==> src/rtl/spi_pkg.sv <==
// Shared types and constants for the SPI mode-0 initiator.
package spi_pkg;

  typedef enum logic [2:0] {
    IDLE,
    SETUP,
    SHIFT,
    HOLD,
    DRAIN
  } spi_state_t;

  localparam int SAMPLE_DLY_W = 4;
  localparam int SPI_DLY_MAX  = 15;

  function automatic int max3(input int a, input int b, input int c);
    int m;
    m = (a > b) ? a : b;
    return (m > c) ? m : c;
  endfunction

endpackage

==> src/rtl/spi_strobe_delay.sv <==
// Delays the sclk rise strobe by 0..SPI_DLY_MAX clk cycles to time miso capture.
module spi_strobe_delay
  import spi_pkg::*;
(
  input  logic                    clk,
  input  logic                    rst,
  input  logic                    rise,
  input  logic [SAMPLE_DLY_W-1:0] sample_dly,
  output logic                    strobe
);

  logic [SPI_DLY_MAX-1:0] line;
  logic [SPI_DLY_MAX:0]   taps;

  always_ff @(posedge clk or posedge rst) begin
    if (rst) line <= '0;
    else     line <= {line[SPI_DLY_MAX-2:0], rise};
  end

  // Tap 0 is the live strobe, so a zero delay captures in the rise cycle itself.
  assign taps   = {line, rise};
  assign strobe = taps[sample_dly];

endmodule

==> src/rtl/spi_initiator.sv <==
// SPI mode-0 initiator: one DATA_W-bit MSB-first transfer per accepted start,
// with a per-transfer miso capture delay that absorbs the bus round trip.
//
// state | meaning
// IDLE  | cs high, sclk low, waiting for start
// SETUP | cs low, sclk low for CS_SETUP cycles
// SHIFT | per bit: CLK_DIV cycles sclk low, then CLK_DIV cycles sclk high
// HOLD  | cs low, sclk low for CS_HOLD cycles after the last fall
// DRAIN | wait for every delayed capture strobe; done pulses on exit
module spi_initiator
  import spi_pkg::*;
#(
  parameter int DATA_W   = 16,
  parameter int CLK_DIV  = 4,
  parameter int CS_SETUP = 2,
  parameter int CS_HOLD  = 2
) (
  input  logic                    clk,
  input  logic                    rst,
  input  logic                    start,
  input  logic [DATA_W-1:0]       tx_data,
  input  logic [SAMPLE_DLY_W-1:0] sample_dly,
  output logic                    busy,
  output logic                    done,
  output logic [DATA_W-1:0]       rx_data,
  output logic                    sclk,
  output logic                    cs,
  output logic                    mosi,
  input  logic                    miso
);

  localparam int CNT_W = $clog2(max3(CLK_DIV, CS_SETUP, CS_HOLD) + 1);
  localparam int BIT_W = $clog2(DATA_W);
  localparam int CAP_W = $clog2(DATA_W + 1);

  localparam logic [CNT_W-1:0] DIV_LD   = CNT_W'(CLK_DIV - 1);
  localparam logic [CNT_W-1:0] SETUP_LD = CNT_W'(CS_SETUP - 1);
  localparam logic [CNT_W-1:0] HOLD_LD  = CNT_W'(CS_HOLD - 1);
  localparam logic [BIT_W-1:0] BIT_LD   = BIT_W'(DATA_W - 1);
  localparam logic [CAP_W-1:0] CAP_ALL  = CAP_W'(DATA_W);

  spi_state_t              state_q, state_d;
  logic [CNT_W-1:0]        cnt_q, cnt_d;
  logic [BIT_W-1:0]        bit_q, bit_d;
  logic [CAP_W-1:0]        cap_q, cap_d;
  logic [DATA_W-1:0]       tx_q, tx_d;
  logic [DATA_W-1:0]       rx_q, rx_d;
  logic [DATA_W-1:0]       rxd_q, rxd_d;
  logic [SAMPLE_DLY_W-1:0] dly_q, dly_d;
  logic                    sclk_q, sclk_d;
  logic                    cs_q, cs_d;
  logic                    mosi_q, mosi_d;
  logic                    rise;
  logic                    strobe;

  // First high cycle of each bit.
  assign rise = (state_q == SHIFT) && sclk_q && (cnt_q == DIV_LD);

  spi_strobe_delay u_dly (
    .clk       (clk),
    .rst       (rst),
    .rise      (rise),
    .sample_dly(dly_q),
    .strobe    (strobe)
  );

  always_ff @(posedge clk or posedge rst) begin
    if (rst) begin
      state_q <= IDLE;
      cnt_q   <= '0;
      bit_q   <= '0;
      cap_q   <= '0;
      tx_q    <= '0;
      rx_q    <= '0;
      rxd_q   <= '0;
      dly_q   <= '0;
      sclk_q  <= 1'b0;
      cs_q    <= 1'b1;
      mosi_q  <= 1'b0;
    end else begin
      state_q <= state_d;
      cnt_q   <= cnt_d;
      bit_q   <= bit_d;
      cap_q   <= cap_d;
      tx_q    <= tx_d;
      rx_q    <= rx_d;
      rxd_q   <= rxd_d;
      dly_q   <= dly_d;
      sclk_q  <= sclk_d;
      cs_q    <= cs_d;
      mosi_q  <= mosi_d;
    end
  end

  always_comb begin
    state_d = state_q;
    cnt_d   = cnt_q;
    bit_d   = bit_q;
    cap_d   = cap_q;
    tx_d    = tx_q;
    rx_d    = rx_q;
    rxd_d   = rxd_q;
    dly_d   = dly_q;
    sclk_d  = sclk_q;
    cs_d    = cs_q;
    mosi_d  = mosi_q;
    done    = 1'b0;

    if (strobe && (state_q != IDLE)) begin
      rx_d  = {rx_q[DATA_W-2:0], miso};
      cap_d = cap_q + 1'b1;
    end

    case (state_q)
      IDLE: begin
        if (start) begin
          state_d = SETUP;
          cnt_d   = SETUP_LD;
          cs_d    = 1'b0;
          mosi_d  = tx_data[DATA_W-1];
          tx_d    = {tx_data[DATA_W-2:0], 1'b0};
          dly_d   = sample_dly;
          cap_d   = '0;
          rx_d    = '0;
        end
      end
      SETUP: begin
        if (cnt_q == '0) begin
          state_d = SHIFT;
          cnt_d   = DIV_LD;
          bit_d   = BIT_LD;
        end else begin
          cnt_d = cnt_q - 1'b1;
        end
      end
      SHIFT: begin
        if (cnt_q != '0) begin
          cnt_d = cnt_q - 1'b1;
        end else if (!sclk_q) begin
          sclk_d = 1'b1;
          cnt_d  = DIV_LD;
        end else begin
          sclk_d = 1'b0;
          if (bit_q == '0) begin
            mosi_d  = 1'b0;
            state_d = HOLD;
            cnt_d   = HOLD_LD;
          end else begin
            bit_d  = bit_q - 1'b1;
            mosi_d = tx_q[DATA_W-1];
            tx_d   = {tx_q[DATA_W-2:0], 1'b0};
            cnt_d  = DIV_LD;
          end
        end
      end
      HOLD: begin
        if (cnt_q == '0) state_d = DRAIN;
        else             cnt_d   = cnt_q - 1'b1;
      end
      DRAIN: begin
        // cap_d already includes a strobe firing in this very cycle.
        if (cap_d == CAP_ALL) begin
          done    = 1'b1;
          cs_d    = 1'b1;
          rxd_d   = rx_d;
          state_d = IDLE;
        end
      end
      default: state_d = IDLE;
    endcase
  end

  assign busy    = (state_q != IDLE);
  assign sclk    = sclk_q;
  assign cs      = cs_q;
  assign mosi    = mosi_q;
  assign rx_data = rxd_q;

endmodule
==> config.mk <==
export PLATFORM = sky130hd
export DESIGN_NAME = spi_initiator
export DESIGN_NICKNAME = d
export VERILOG_FILES = /design/src/rtl/spi_pkg.sv /design/src/rtl/spi_strobe_delay.sv /design/src/rtl/spi_initiator.sv
export SDC_FILE = /design/constraint.sdc
export NUM_CORES = 1
export LEC_CHECK = 0
export BUFFER_PORTS_ARGS = -buffer_cell sky130_fd_sc_hd__buf_2
export CORE_MARGIN = 8
export CORE_UTILIZATION = 40
export DETAILED_ROUTE_END_ITERATION = 10
export GPL_ROUTABILITY_DRIVEN = 0
export SLEW_MARGIN = 10
export SYNTH_ARGS = -nofsm -noshare
export SYNTH_HDL_FRONTEND = slang
export SYNTH_HIERARCHICAL = 1
export SYNTH_SLANG_ARGS = --single-unit
==> constraint.sdc <==
create_clock -name clk -period 3.5 [get_ports clk]
set_input_delay 0.7 -clock clk [delete_from_list [all_inputs] [get_ports clk]]
set_output_delay 0.7 -clock clk [all_outputs]
set_load 0.005 [all_outputs]
==> key figures <==
Yosys
  • Post-synth EDFFs: 0
  • Async set-reset flop share out of synthesis: 100%
  • #FFs+latches synth: 84
  • Library cells used by synthesis: 48
  • Post-Synthesis Cells: 346
  • Syn nets: 375
  • Synth Area per Inst: 10.9 sq um
  • YS warnings: 6
  • Cell Area, Synth: 3780 sq um
  • Register area share after synthesis: 55.7%
  • Post-synth top flop: dfrtp_1

Timing
  • Max_slew headroom: 34.2%
  • Pins Over Slew Limit: 0
  • Final Cycle Share: 95.2%
  • Clock Skew: 0.00473 ns
  • Final setup viols: 0
  • Max Fclk: 0.300 GHz
  • Final worst setup slack: 0.169 ns
  • Setup TNS: 0 ns
  • Worst hold margin: 0.373 ns
  • Post-route minimum period: 3.33 ns
  • Worst-Margin Slew: 0.985 ns
  • Fin. Hold Viols: 0

Clock tree
  • CTS Sinks: 84
  • Bufs on Longest Clock Path: 2
  • H-tree depth: 3
  • Num CTS Buffers: 9
  • Worst-skew pair later-pin latency: 0.35 ns
  • # hold bufs at CTS: 0
  • TritonCTS clock tree: built
  • Root buffer cell: clkbuf_8
  • Clk slew on worst S/H paths: 0.08 ns

Final layout
  • Nets: 428
  • # diodes: 0
  • FILL cells: 871
  • Most common cell after layout, fill and taps aside: dfrtp_1
  • Commonest cells after routing, fill and taps aside: dfrtp_1, nand2_1, buf_2
  • Cell area after layout: 4430 sq um
  • Share of layout cells above drive strength 1: 25.5%
  • Layout area overhead: 17.3%

Floorplan
  • I/O pins: 45
  • Rows: 35
  • Die area: 12800 sq um
  • Initial Util: 41.1%
  • Core ar.: 9200 sq um
  • Die width: 113 um
  • Die height: 113 um

Routing
  • Remaining DRCs: 0
  • Total routed wirelength: 7380 um
  • Vias: 2591
  • Via/cell ratio: 5.03
  • Avg WL per Cell: 14.3 um
  • Post-DRT Antenna Nets: 0
  • Initial DRC count: 75
  • Drt pass-1 iters: 4

Power
  • Worst vdd ir: 0.290 mV
  • Total power divided by cell area: 630 nW/um^2
  • Static leakage: 2.36 nW

GRT
  • Initial antenna violation count: 0
  • Grt total ovfl: 0
  • First-pass GRT wire length: 12800 um
  • Vias in the first global route: 2655
  • Largest net degree at the start of global routing: 38
  • GRT Total Usage: 12.3%

Worst hold path
  • WHS Path Cells: 0
  • Hold Crit Class: reg -> reg

Setup path
  • Crit path kind: reg -> out
  • Startpoint Class: register
  • R2r worst-path depth: 10
  • CP required: 2.80 ns
  • CP max FO: 8
  • Crit path DAT: 2.63 ns
  • CP endpoint kind: output port

Place
  • DP Area: 4140 sq um
  • DP Worst Slack: 0.403 ns
  • Post-DP HPWL: 4960 um
  • Port Buf Inserts: 44

Flow run
  • Max Cap Viol: 0

Run status
  • Status: finished, final reports clean
==> cell usage after synthesis, types with 2 or more instances <==
cell type / count / share of area [%]
buf_2: 3 / 0.40
nor2_1: 16 / 1.6
o22ai_1: 3 / 0.50
xor2_1: 6 / 1.4
mux2i_1: 19 / 5.0
xnor2_1: 2 / 0.46
o21ai_0: 3 / 0.40
inv_1: 9 / 0.89
mux4_1: 4 / 2.8
o21ai_1: 15 / 2.0
mux2_2: 3 / 0.89
a31oi_1: 2 / 0.33
and2_1: 17 / 2.8
inv_2: 2 / 0.20
nor3_1: 5 / 0.66
nor3b_1: 2 / 0.40
clkbuf_1: 11 / 1.1
mux2_4: 7 / 2.8
or3_1: 2 / 0.33
nor3_2: 2 / 0.53
nand2_1: 82 / 8.2
nand3_1: 5 / 0.66
nand2b_1: 2 / 0.33
ha_1: 5 / 1.7
mux2_1: 5 / 1.5
dfrtp_1: 83 / 55
o31ai_1: 3 / 0.60
a21oi_1: 8 / 1.1
==> worst max-delay path: stages (launching register included) <==
cell	delay [ns]
dfrtp_1	0.42
ha_2	0.19
nand2_2	0.05
nor3_2	0.05
mux4_2	0.46
mux2i_2	0.17
mux2i_2	0.13
and2_4	0.22
nor4_4	0.28
o221ai_4	0.16
inv_2	0.07
buf_6	0.08
==> routing by layer <==
layer	vias up	GRT usage, %	wire (um)
li1	1278	-	-
met1	1261	15.4	3510
met2	41	19.8	3480
met3	11	3.14	274
met4	0	5.06	124
met5	-	0	0
==> sequential cells by signal, indices dropped and copies added (netlist names) <==
signal      count
rx_data        16
rx_q           16
tx_q           15
u_dly/line     15
cap_q           5
bit_q           4
dly_q           4
cnt_q           3
state_q         3
cs              1
mosi            1
sclk            1
==> logic make-up (layout without fill, tap and decap cells) <==
logic type	count (synthesis)	count (layout)	share of synthesized area, %
xor+xnor	8	8	1.86
mux	38	38	13.0
buf+inv	27	84	2.98
flops	84	84	55.7
simple gates	142	143	17.7
compound gates	42	42	7.12
fa+ha+maj	5	5	1.66
==> cell type report <==
type                    instances  area [sq um]  area share (%)
clock buffers                  10           138            3.11
clock inverters                 6          62.6            1.41
inverters                      11          41.3           0.932
multi-input cells             236          1610            36.3
flip-flops and latches         84          2100            47.5
well taps                     111           139            3.13
repair buffers                 57           337            7.60
==> final timing paths <==
check / start / endpoint / slack [ns]
min reg2reg: u_dly/line[3]$_DFF_PP0_ / u_dly/line[4]$_DFF_PP0_ / 0.37
max: cnt_q[0]$_DFFE_PP0P_ / done / 0.17
min in group asynchronous: rst / u_dly/line[13]$_DFF_PP0_ / 0.40
min: u_dly/line[3]$_DFF_PP0_ / u_dly/line[4]$_DFF_PP0_ / 0.37
max reg2reg: state_q[0]$_DFFE_PP0P_ / rx_data[9]$_DFFE_PP0P_ / 0.61
max in group asynchronous: rst / cap_q[2]$_DFF_PP0_ / 2.38
==> timing repair <==
item | 4_1_cts | 5_1_grt
endpoints found under the setup margin | 0 | 1
resized for setup | 0 | 11
buffers inserted | 0 | 6
==> power breakdown <==
group	total [mW]	switching, mW	leakage (nW)	internal (mW)
registers	1.31	0.152	1.11	1.16
logic	0.786	0.442	1.14	0.344
clock network	0.691	0.342	0.106	0.349
==> per-stage QoR <==
stage	power [mW]	std cells	util, %
after floorplan	1.88	346	-
after global placement	2.07	492	45.0
after detailed placement	2.09	492	45.0
after CTS	2.80	508	47.2
after global routing	3.01	515	48.2
final	2.79	515	48.2
No activity file was read; power rests on OpenSTA's default activity.
